**config.mk**
```make
export PLATFORM = sky130hd
export DESIGN_NAME = fb_scanout_arbiter
export DESIGN_NICKNAME = d
export VERILOG_FILES = /design/src/rtl/video_pkg.sv /design/src/rtl/video_delay_line.sv /design/src/rtl/fb_scanout_arbiter.sv
export SDC_FILE = /design/constraint.sdc
export NUM_CORES = 1
export LEC_CHECK = 0
export ABC_AREA = 1
export CORE_MARGIN = 5
export CORE_UTILIZATION = 50
export CTS_BUF_LIST = sky130_fd_sc_hd__clkbuf_8
export CTS_CLUSTER_DIAMETER = 150
export DETAILED_ROUTE_END_ITERATION = 8
export DONT_BUFFER_PORTS = 1
export PLACE_DENSITY = 0.64
export RECOVER_POWER = 25
export SYNTH_ARGS = -nofsm -noshare
export SYNTH_HDL_FRONTEND = slang
export SYNTH_SLANG_ARGS = --single-unit
```
**constraint.sdc**
```tcl
create_clock -name clk -period 3.57 [get_ports clk]
set_input_delay 0.714 -clock clk [delete_from_list [all_inputs] [get_ports clk]]
set_output_delay 0.714 -clock clk [all_outputs]
set_load 0.02 [all_outputs]
```
**src/rtl/video_pkg.sv**
```systemverilog
// Shared video timing defaults and the encoding of who owns the frame-buffer RAM port.
package video_pkg;

    localparam int DEF_HDISPLAY = 800;
    localparam int DEF_VDISPLAY = 480;
    localparam int DEF_PIX_W    = 16;
    localparam int DEF_BUF_AW   = 19;

    typedef enum logic [1:0] {
        OWN_IDLE = 2'd0,
        OWN_DISP = 2'd1,
        OWN_WR   = 2'd2
    } owner_t;

endpackage

```
**src/rtl/video_delay_line.sv**
```systemverilog
// N-stage register delay for the {de, hsync, vsync} video control bundle.
// The syncs are active low, so they reset high.
module video_delay_line #(
    parameter int STAGES = 2
) (
    input  logic clk,
    input  logic reset,
    input  logic de,
    input  logic hsync,
    input  logic vsync,
    output logic de_dly,
    output logic hsync_dly,
    output logic vsync_dly
);

    logic [STAGES-1:0] de_sr;
    logic [STAGES-1:0] hsync_sr;
    logic [STAGES-1:0] vsync_sr;

    always_ff @(posedge clk or posedge reset) begin
        if (reset) begin
            de_sr    <= '0;
            hsync_sr <= '1;
            vsync_sr <= '1;
        end else begin
            de_sr[0]    <= de;
            hsync_sr[0] <= hsync;
            vsync_sr[0] <= vsync;
            for (int i = 1; i < STAGES; i++) begin
                de_sr[i]    <= de_sr[i-1];
                hsync_sr[i] <= hsync_sr[i-1];
                vsync_sr[i] <= vsync_sr[i-1];
            end
        end
    end

    assign de_dly    = de_sr[STAGES-1];
    assign hsync_dly = hsync_sr[STAGES-1];
    assign vsync_dly = vsync_sr[STAGES-1];

endmodule

```
**src/rtl/fb_scanout_arbiter.sv**
```systemverilog
// Shares a single-port frame-buffer RAM: scan-out reads own it during active video,
// drawing-engine writes use it in blanking, and the front buffer swaps at vblank start.
module fb_scanout_arbiter
    import video_pkg::*;
#(
    parameter int HDISPLAY = DEF_HDISPLAY,
    parameter int VDISPLAY = DEF_VDISPLAY,
    parameter int PIX_W    = DEF_PIX_W,
    parameter int BUF_AW   = DEF_BUF_AW
) (
    input  logic              clk,
    input  logic              reset,
    input  logic [11:0]       hpos,
    input  logic [11:0]       vpos,
    input  logic              data_enable,
    input  logic              hsync,
    input  logic              vsync,
    input  logic              wr_valid,
    input  logic [BUF_AW-1:0] wr_addr,
    input  logic [PIX_W-1:0]  wr_data,
    output logic              wr_ready,
    input  logic              swap_req,
    output logic              swap_done,
    output logic              front_sel,
    output logic [BUF_AW:0]   mem_addr,
    output logic              mem_we,
    output logic [PIX_W-1:0]  mem_wdata,
    input  logic [PIX_W-1:0]  mem_rdata,
    output logic              pix_de,
    output logic              pix_hsync,
    output logic              pix_vsync,
    output logic [PIX_W-1:0]  pix_data
);

    // owner    | meaning
    // OWN_IDLE | nobody drives the RAM this cycle; address/data hold
    // OWN_DISP | scan-out read of the front buffer
    // OWN_WR   | drawing-engine write into the back buffer

    if ((64'd1 << BUF_AW) < 64'(HDISPLAY) * 64'(VDISPLAY)) begin : g_aw_check
        $error("BUF_AW cannot address one full frame");
    end

    localparam logic [11:0] VBLANK_LINE = 12'(VDISPLAY);

    owner_t            owner;
    logic [BUF_AW-1:0] disp_ptr;
    logic              swap_pending;
    logic              swap_now;
    logic              front_next;
    logic              de_d2;
    logic              hsync_d2;
    logic              vsync_d2;

    assign wr_ready   = wr_valid & ~data_enable & ~reset;
    assign swap_now   = (hpos == '0) && (vpos == VBLANK_LINE) && (swap_pending || swap_req);
    assign front_next = front_sel ^ swap_now;
    assign mem_we     = (owner == OWN_WR);

    // Writes target the complement of the post-swap front buffer, so a write
    // issued on the swap cycle still lands in what becomes the back buffer.
    always_ff @(posedge clk or posedge reset) begin
        if (reset) begin
            owner     <= OWN_IDLE;
            mem_addr  <= '0;
            mem_wdata <= '0;
            disp_ptr  <= '0;
        end else begin
            if (data_enable) begin
                owner    <= OWN_DISP;
                mem_addr <= {front_sel, disp_ptr};
            end else if (wr_valid) begin
                owner     <= OWN_WR;
                mem_addr  <= {~front_next, wr_addr};
                mem_wdata <= wr_data;
            end else begin
                owner <= OWN_IDLE;
            end

            if (vpos >= VBLANK_LINE) begin
                disp_ptr <= '0;
            end else if (data_enable) begin
                disp_ptr <= disp_ptr + 1'b1;
            end
        end
    end

    always_ff @(posedge clk or posedge reset) begin
        if (reset) begin
            front_sel    <= 1'b0;
            swap_pending <= 1'b0;
            swap_done    <= 1'b0;
        end else begin
            front_sel <= front_next;
            swap_done <= swap_now;
            if (swap_now) begin
                swap_pending <= 1'b0;
            end else if (swap_req) begin
                swap_pending <= 1'b1;
            end
        end
    end

    video_delay_line #(
        .STAGES(2)
    ) u_ctrl_dly (
        .clk      (clk),
        .reset    (reset),
        .de       (data_enable),
        .hsync    (hsync),
        .vsync    (vsync),
        .de_dly   (de_d2),
        .hsync_dly(hsync_d2),
        .vsync_dly(vsync_d2)
    );

    // RAM data for an address registered at edge N arrives for edge N+2,
    // matching the second delay stage; one more register keeps pix_* aligned.
    always_ff @(posedge clk or posedge reset) begin
        if (reset) begin
            pix_de    <= 1'b0;
            pix_hsync <= 1'b1;
            pix_vsync <= 1'b1;
            pix_data  <= '0;
        end else begin
            pix_de    <= de_d2;
            pix_hsync <= hsync_d2;
            pix_vsync <= vsync_d2;
            pix_data  <= de_d2 ? mem_rdata : '0;
        end
    end

endmodule

```
==> impl_metrics.json <==
{
  "nets": 514,
  "cts_root_buf": "clkbuf_8",
  "yosysWarnings": 0,
  "cts_max_level": 3,
  "syn_inst": 427,
  "worst_pin_slew_ns": 1.50,
  "wl_per_cell_um": 14.1,
  "crit_path_max_fanout": 23,
  "status": "finished with violations",
  "clock_latency_ns": 0.36,
  "gr-max-usage-layer": "met2",
  "place.gp.congestion": 0.802,
  "finalSetupViolations": 0,
  "cpPeakStageDelay_ns": 0.32,
  "grt_use_total": 0.175,
  "dr.first_iter.drc_count": 110,
  "area_growth_pct": 8.26,
  "chipHeight_um": 94.9,
  "dr.pass1.iters": 4,
  "cp-start-kind": "primary input",
  "cts.clk_slew.worst_paths_ns": 0.08,
  "die_x_um": 94.9,
  "violations": "capacitance limit, slew limit",
  "cp_slowest_cell": "nor2_1",
  "ys_seq_area_frac": 0.585,
  "final_layout_size_suffix_gt1_frac": 0.0917,
  "cts_buffer_depth": 2,
  "period_share": 0.618,
  "end_kind": "primary output",
  "io_pins": 141,
  "total_power_mw": 1.85,
  "start_util": 0.505,
  "ys_types": 29,
  "cts_tree": "yes",
  "viasPerCell": 4.98,
  "use_met3": 0.0502,
  "cp_cell_sequence": "inv_1 > nand2_1 > buf_4 > nor2_1",
  "grt_pass1_wl_um": 12200,
  "drc_errors": 0,
  "synth_area_per_cell_um2": 8.45,
  "crit_type": "primary input to primary output",
  "synthesis.area_mm2": 0.00361,
  "arrival_ns": 1.49,
  "postCtsSetupBuffers": 0,
  "clock-sinks": 84,
  "fp-row-count": 31,
  "cp.required_ns": 2.86,
  "relSlewSlack": -0.00628,
  "portBuffers": 0,
  "grt_max_degree": 38,
  "fin_worst_skew_ns": 0.00909,
  "die_area_mm2": 0.00901,
  "grt_use_met2": 0.276,
  "mostFrequentLayoutCells": "nand2_1, dfrtp_1, inv_1",
  "antenna_cells": 0,
  "irDropWorstVdd_uv": 182,
  "rsz0062_at_grt": "no",
  "cellPowerDensity_mw_per_mm2": 474,
  "ctsHoldBuffers": 0,
  "final-hold-violation-count": 0,
  "holdWs_ns": 0.351,
  "setup_tns_ns": 0,
  "r2r_setup_slack_ns": 2.03,
  "ys_ff_latch": 84,
  "numCtsBuffers": 9,
  "maxCapViolCount": 1,
  "finalCriticalPeriod_ns": 2.21,
  "n_fill_cell": 683,
  "max_freq_mhz": 453,
  "synth_fp_nets": 510,
  "wl_um": 7550,
  "final_common_cell": "nand2_1",
  "cts.repair.resized": 0,
  "grt_pass1_vias": 2594,
  "grt-ovfl-total": 0,
  "num_vias": 2663,
  "final_max_slew_viol_count": 36,
  "antenna_found_initial": 0,
  "fp.coreArea_mm2": 0.00714,
  "ant_nets": 0,
  "dpl.hpwl_um": 5610,
  "hold_class": "register to register",
  "use_met1": 0.222,
  "p_leak_nw": 1.99
}
[power breakdown]
group          internal [mW]  total [mW]  switching, mW
clock                  0.322       0.654          0.332
combinational         0.0302      0.0962         0.0660
sequential              1.00        1.10         0.0954
total                   1.36        1.85          0.493
[layer usage]
| metal | share of wire | vias to the layer above |
|---|---|---|
| li1 | - | 1312 |
| met1 | 0.43 | 1244 |
| met2 | 0.46 | 93 |
| met3 | 0.081 | 14 |
| met4 | 0.027 | 0 |
| met5 | 0 | - |
[Yosys cell counts]
cell | n | area (µm²)
nand4_1 | 5 | 31.3
a21oi_1 | 11 | 55.1
o21ai_1 | 2 | 10.0
buf_1 | 1 | 3.75
nor3_1 | 8 | 40.0
inv_1 | 59 | 221
o211ai_1 | 5 | 37.5
inv_2 | 2 | 7.51
clkbuf_1 | 5 | 18.8
nand3_2 | 2 | 20.0
nor2_4 | 4 | 45.0
dfrtp_1 | 78 | 1950
nor3_2 | 1 | 10.0
nand2_2 | 3 | 18.8
nor3_4 | 1 | 16.3
xnor2_1 | 1 | 8.76
nand2_1 | 160 | 601
a22oi_1 | 4 | 30.0
xor2_1 | 1 | 8.76
ha_1 | 1 | 12.5
buf_2 | 4 | 20.0
nor2_1 | 37 | 139
a41oi_1 | 1 | 8.76
dfstp_2 | 6 | 158
nor2_2 | 1 | 6.26
nand3_1 | 19 | 95.1
buf_4 | 1 | 7.51
a221o_1 | 1 | 10.0
o21ai_0 | 3 | 15.0
[flip-flops by register name (all words and copies together) (netlist names), 2 cells and up]
signal,flops
disp_ptr,19
pix_data,16
u_ctrl_dly.de_sr,2
u_ctrl_dly.vsync_sr,2
mem_wdata,16
u_ctrl_dly.hsync_sr,2
mem_addr,20
[worst paths after layout]
| check | end | cells after the start | from |
|---|---|---|---|
| max | wr_ready | 4 | data_enable |
| min | u_ctrl_dly.hsync_sr[1]$_DFF_PP1_ | 0 | u_ctrl_dly.hsync_sr[0]$_DFF_PP1_ |
| max reg2reg | disp_ptr[8]$_DFFE_PP0P_ | 8 | disp_ptr[1]$_DFFE_PP0P_ |
| min reg2reg | u_ctrl_dly.hsync_sr[1]$_DFF_PP1_ | 0 | u_ctrl_dly.hsync_sr[0]$_DFF_PP1_ |
| max in group asynchronous | pix_hsync$_DFF_PP1_ | 2 | reset |
| min in group asynchronous | mem_wdata[0]$_DFFE_PP0P_ | 1 | reset |
[kinds of logic after synthesis]
group           synth area share
simple gates               0.283
flops                      0.585
buf+inv                   0.0774
compound gates            0.0461
xor+xnor                 0.00486
fa+ha+maj                0.00347
[critical path, delay by kind of cell]
kind | cells | cell delay, ns
AND/OR/NAND/NOR | 2 | 0.40
buffers and inverters | 2 | 0.37
[metrics by stage]
| step | setup WS [ns] | area [µm²] | cells | util |
|---|---|---|---|---|
| 2_1_floorplan | 0.701 | 3610 | 427 | - |
| 3_3_place_gp | 1.37 | 3710 | 519 | 0.520 |
| 3_5_place_dp | 1.35 | 3710 | 519 | 0.520 |
| 4_1_cts | 1.35 | 3910 | 535 | 0.547 |
| 5_1_grt | 1.28 | 3910 | 535 | 0.547 |
| 6_report | 1.36 | 3910 | 535 | 0.547 |
[cell type report]
type	count	area, µm²	share of cell area
flip-flops and latches	84	2110	0.540
well taps	99	124	0.0317
clock buffers	9	124	0.0317
repair buffers	4	30.0	0.00769
clock inverters	7	68.8	0.0176
inverters	61	230	0.0590
multi-input cells	271	1220	0.312
Power figures use the tool's default switching activity.
==> patch 1, RTL diff (same flow settings) <==
`STAGES` is set to 2 in 2 places; all go to 4.
--- a/src/rtl/video_delay_line.sv
+++ b/src/rtl/video_delay_line.sv
@@ -2,5 +2,5 @@
 // The syncs are active low, so they reset high.
 module video_delay_line #(
-    parameter int STAGES = 2
+    parameter int STAGES = 4
 ) (
     input  logic clk,
--- a/src/rtl/fb_scanout_arbiter.sv
+++ b/src/rtl/fb_scanout_arbiter.sv
@@ -103,5 +103,5 @@
 
     video_delay_line #(
-        .STAGES(2)
+        .STAGES(4)
     ) u_ctrl_dly (
         .clk      (clk),
Formal check against the unedited RTL: not equivalent (a bounded check fails within 4 cycles, from zero or initial values and one cycle with reset high).
==> patch 1 against the original RTL <==
Synthesized area up 5.0%; final cell count fell by 0.19%; global-route usage is 0.67 points higher; hold slack got worse by 0.016 ns; sequential power increased by 7%; clock power is 2% higher; final area rose by 4.7%; total power up 4.9%; sequential cell count rose by 6; setup slack worse by 0.11 ns; count of clock-buffer cells in the layout rose by 1; routed wire length grew 8.5%; first-iteration DRC count decreased by 9.1%.
==> patch 1: results (changes against the original RTL) <==
| Metric | Value |
|---|---|
| Status | `finished, final reports clean` |
| CTS clock-pin slew for the worst setup and hold paths | `about 0.09 ns` |
| Critical path's top delay family | `buffers and inverters` |
| Largest net degree at the start of global routing | `38 (unchanged)` |
| Top cells by area, synth | `dfrtp_1, nand2_1, dfstp_2` |
| Seq pwr share | `60.6% (+1.1 points)` |
| Crit-path slowest cell | `clkinv_1` |
| Synth cell count leaders | `nand2_1, dfrtp_1, inv_1` |
| Routed wire per std cell | `15.35 um (+8.7%)` |
| Share of layout cells above drive strength 1 | `11.49% (+2.3 points)` |
| Met1 WL | `3403 um (+4.5%)` |
| Hold EP | `u_ctrl_dly.hsync_sr[0]$_DFF_PP1_` |
| Seq/Total Area, Yosys | `59.78% (+1.3 points)` |
| Vias in the first global route | `2677 (+3.2%)` |
| Fraction of the mapped netlist area in adder cells | `0.3303% (-0.017 points)` |
| Xor/xnor share of the synthesized area | `0.4624% (-0.023 points)` |
| Clock Skews | `0.009244 ns (+0.0001525 ns)` |
| Power Density | `474.5 nW/um2 (+0.19%)` |
| Number of fill cells | `673 (-1.5%)` |
| Worst stage delay on the critical path | `0.38 ns (+0.06 ns)` |
| Setup WS pre-CTS | `1.256 ns (-0.09902 ns)` |
| Worst-case hold slack | `0.3355 ns (-0.01597 ns)` |
| Internal power | `0.001394 W (+2.8%)` |
| First-pass GRT wire length | `13700 um (+12%)` |
| Hold Path Class | `in -> reg` |
| Max Fanout on Critical Path | `17 (-26%)` |
| Dpl cells | `518 (-0.19%)` |
| Leak | `2.070 nW (+3.8%)` |
| Vias/cell | `5.092 (+2.3%)` |
| Number of distinct library cells after synthesis | `31 (+6.9%)` |
| Syn-to-layout area delta | `7.893%` |
| Total Routed Length | `8195 um (+8.5%)` |
| GRT Total Usage | `18.22% (+0.67 points)` |
| Met1 Usage GRT | `22.18% (-0.053 points)` |
| Hold path cells | `0 (unchanged)` |
| Met3 wire len | `642 um (+5.2%)` |
| Met2 WL post-DR | `4021 um (+16%)` |
| Min-Delay Startpoint | `hsync` |
| Post-synthesis compound-gate area fraction | `4.855% (+0.24 points)` |
| Post-synthesis mux area share | `0% (unchanged)` |
| Avg Inst Size Synth | `8.873 um2 (+5.0%)` |
| DP Area | `3896 um2 (+5.0%)` |
| Drt first-iter violations | `100 (-9.1%)` |
| Dpl hpwl | `6079 um (+8.4%)` |
| Met2 Usage GRT | `29.78% (+2.2 points)` |
| GP Congestion | `0.8116 (+1.2%)` |
| Met3 Use GR | `7.266% (+2.2 points)` |
| Reg2Reg Setup Slack | `2.03 ns (about the same)` |
| Arrival time worst endpoint | `1.60 ns (+0.11 ns)` |
| Max_slew headroom | `14.55% (+15 points)` |
| VDD IR max | `0.2854 mV (+57%)` |
[patch 1: changes by cell type in the layout (fill, tap and decap cells not counted), sizes merged, moves of 2 or more]
cell / change
nand2: -7
dfstp: +4
o211ai: +4
a22oi: -3
clkinv: -2
dfrtp: +2
inv: +2
nand3: -2
nor2: -2
o21ai: +2
[patch 1: how the worst max path moves through the flow]
stage	startpoint	end	slack (ns)	depth (start not counted)
detailed placement	wr_valid	wr_ready	1.26	5
global route	wr_valid	wr_ready	1.17	5
CTS	wr_valid	wr_ready	1.25	5
global placement	wr_valid	wr_ready	1.28	5
floorplan	reset	disp_ptr[0]$_DFFE_PP0P_	0.54	1
finish	wr_valid	wr_ready	1.26	5
[patch 1: area by class of cell]
type	instances	share of cell area [%]
Sequential cell	90	55.40
Clock buffer	10	3.367
Multi-Input combinational cell	263	30.33
Timing Repair Buffer	5	0.9183
Tap cell	99	3.030
Clock inverter	6	1.316
Inverter	61	5.632
==> patch 2, RTL diff (same flow settings) <==
Without the edit above. Register the input `swap_req` before use, with the module's reset. The logic sees it one clock later. The other inputs are not delayed to match.
--- a/src/rtl/fb_scanout_arbiter.sv
+++ b/src/rtl/fb_scanout_arbiter.sv
@@ -33,4 +33,14 @@
 );
 
+    logic swap_req_q;
+
+    always_ff @(posedge clk or posedge reset) begin
+        if (reset) begin
+            swap_req_q <= '0;
+        end else begin
+            swap_req_q <= swap_req;
+        end
+    end
+
     // owner    | meaning
     // OWN_IDLE | nobody drives the RAM this cycle; address/data hold
@@ -54,5 +64,5 @@
 
     assign wr_ready   = wr_valid & ~data_enable & ~reset;
-    assign swap_now   = (hpos == '0) && (vpos == VBLANK_LINE) && (swap_pending || swap_req);
+    assign swap_now   = (hpos == '0) && (vpos == VBLANK_LINE) && (swap_pending || swap_req_q);
     assign front_next = front_sel ^ swap_now;
     assign mem_we     = (owner == OWN_WR);
@@ -96,5 +106,5 @@
             if (swap_now) begin
                 swap_pending <= 1'b0;
-            end else if (swap_req) begin
+            end else if (swap_req_q) begin
                 swap_pending <= 1'b1;
             end
Check against the original RTL: not equivalent (a bounded check fails within 4 cycles, from zero or initial values and one cycle with reset high).
==> patch 2 against the original RTL <==
Synthesized area increased by 0.31%; setup slack got worse by 0.021 ns; the flow still finishes with violations (max-capacitance violations, max-slew violations); total power increased by 7.4%; clock power increased by 19%; routed wire length increased by 5.0%; die area increased by 0.28%; sequential cell count increased by 1; final area increased by 0.93%.
==> patch 2: results (changes against the original RTL) <==
| Metric | Value |
|---|---|
| Status | `finished with violations` |
| Failing checks | `max-capacitance violations, max-slew violations` |
| Hold Path Class | `in -> reg` |
| CTS clock-pin slew for the worst setup and hold paths | `0.08 ns (about the same)` |
| N_diodes | `0 (unchanged)` |
| Maxcap violations | `1 (unchanged)` |
| Setup WS pre-CTS | `1.332 ns (-0.02281 ns)` |
| Clock Tree Root | `clkbuf_8` |
| GP Congestion | `0.8359 (+4.2%)` |
| Slew Limit Fails | `57 (+58%)` |
| VDD IR max | `0.2693 mV (+48%)` |
| Layout Nets | `515 (+0.19%)` |
| Async set or reset register ratio after synthesis | `100.0% (unchanged)` |
| Yosys warns | `0 (unchanged)` |
| Synth cell count leaders | `nand2_1, dfrtp_1, inv_1` |
| Largest net degree at the start of global routing | `57 (+50%)` |
| Max_slew headroom | `-59.58% (-59 points)` |
| Leak | `2.031 nW (+1.8%)` |
| Drt first-iter violations | `151 (+37%)` |
| Resize count post-CTS | `0 (unchanged)` |
| Top cells by area, synth | `dfrtp_1, nand2_1, inv_1` |
| Port Buf Inserts | `0 (unchanged)` |
| Num CTS Buffers | `9 (unchanged)` |
| Share of layout cells above drive strength 1 | `8.009% (-1.2 points)` |
| Synth Net Count | `512 (+0.39%)` |
| Seq/Total Area, Yosys | `58.99% (+0.51 points)` |
| Vias in the first global route | `2604 (+0.39%)` |
| H-tree depth | `3 (unchanged)` |
| Total Routed Length | `7931 um (+5.0%)` |
| Max Fanout on Critical Path | `21 (-8.7%)` |
| First-pass GRT wire length | `12610 um (+3.0%)` |
| Max clock buf depth | `2 (unchanged)` |
| GRT Total Usage | `18.12% (+0.57 points)` |
| Dpl hpwl | `5770 um (+2.9%)` |
| Reg2Reg Depth | `8 (unchanged)` |
| Worst-skew pair later-pin latency | `around 0.35 ns` |
| Clock Skews | `0.005308 ns (-0.003784 ns)` |
| Vias/cell | `5.035 (+1.2%)` |
| Arrival time worst endpoint | `1.51 ns (+0.02 ns)` |
==> patch 2: cell count changes after synthesis, moves of 2 or more <==
cell	delta
nor3_1	+3
nand4_1	-2
nor2_4	-3
o21ai_1	-2
a21oi_1	-2
o21ai_0	+2
nand3_2	-2
==> patch 2: cell type report <==
| cell class | count | area [um2] |
|---|---|---|
| Fill cell | 691 | 3196 |
| Clock buffer | 10 | 137.6 |
| Timing Repair Buffer | 3 | 22.52 |
| Multi-Input combinational cell | 271 | 1195 |
| Sequential cell | 85 | 2135 |
| Clock inverter | 6 | 93.84 |
| Inverter | 62 | 234.0 |
| Tap cell | 99 | 123.9 |
==> patch 2: path summary, 6_finish.rpt <==
kind                                                     to                        startpoint  slack (ns)
max reg2reg                        disp_ptr[16]$_DFFE_PP0P_           disp_ptr[1]$_DFFE_PP0P_        1.97
min in group asynchronous          mem_wdata[9]$_DFFE_PP0P_                             reset        0.87
min reg2reg                             pix_vsync$_DFF_PP1_  u_ctrl_dly.vsync_sr[1]$_DFF_PP1_        0.36
min                        u_ctrl_dly.vsync_sr[0]$_DFF_PP1_                             vsync        0.35
max                                                wr_ready                       data_enable        1.34
max in group asynchronous  u_ctrl_dly.hsync_sr[0]$_DFF_PP1_                             reset        1.55
==> patch 2: kinds of logic after synthesis <==
logic type               count (synthesis)  share of synthesized area, %
XOR/XNOR                                 2                        0.4842
AND/OR/NAND/NOR                        240                         27.18
AO/OA/AOI/OAI                           28                         5.014
flip-flops                              85                         58.99
buffers and inverters                   73                         7.988
adder cells (fa/ha/maj)                  1                        0.3457
==> patch 2: report_power, final <==
group,internal (W),leakage (nW),switching [W]
logic,0.0000295,0.824,0.0000663
clock network,0.000419,0.113,0.000360
registers,0.00102,1.09,0.0000957
total,0.00147,2.03,0.000522
==> patch 2: critical path: stages <==
cell	delay [ns]
inv_2	0.15
nand2_2	0.26
nor2_1	0.39
==> patch 2: per-stage QoR <==
step	instance area, um2	instances
global route	3941	536
floorplan	3618	429
global placement	3710	520
detailed placement	3710	520
CTS	3941	536
finish	3941	536
==> patch 2: layer usage <==
metal  part of all wire [%]  global-route usage [%]  vias up
li1                       -                       -     1321
met3                    8.1                   5.998       13
met5                      0                       0        -
met2                     48                   28.69       85
met1                     42                   23.13     1280
met4                    1.9                   6.851        0
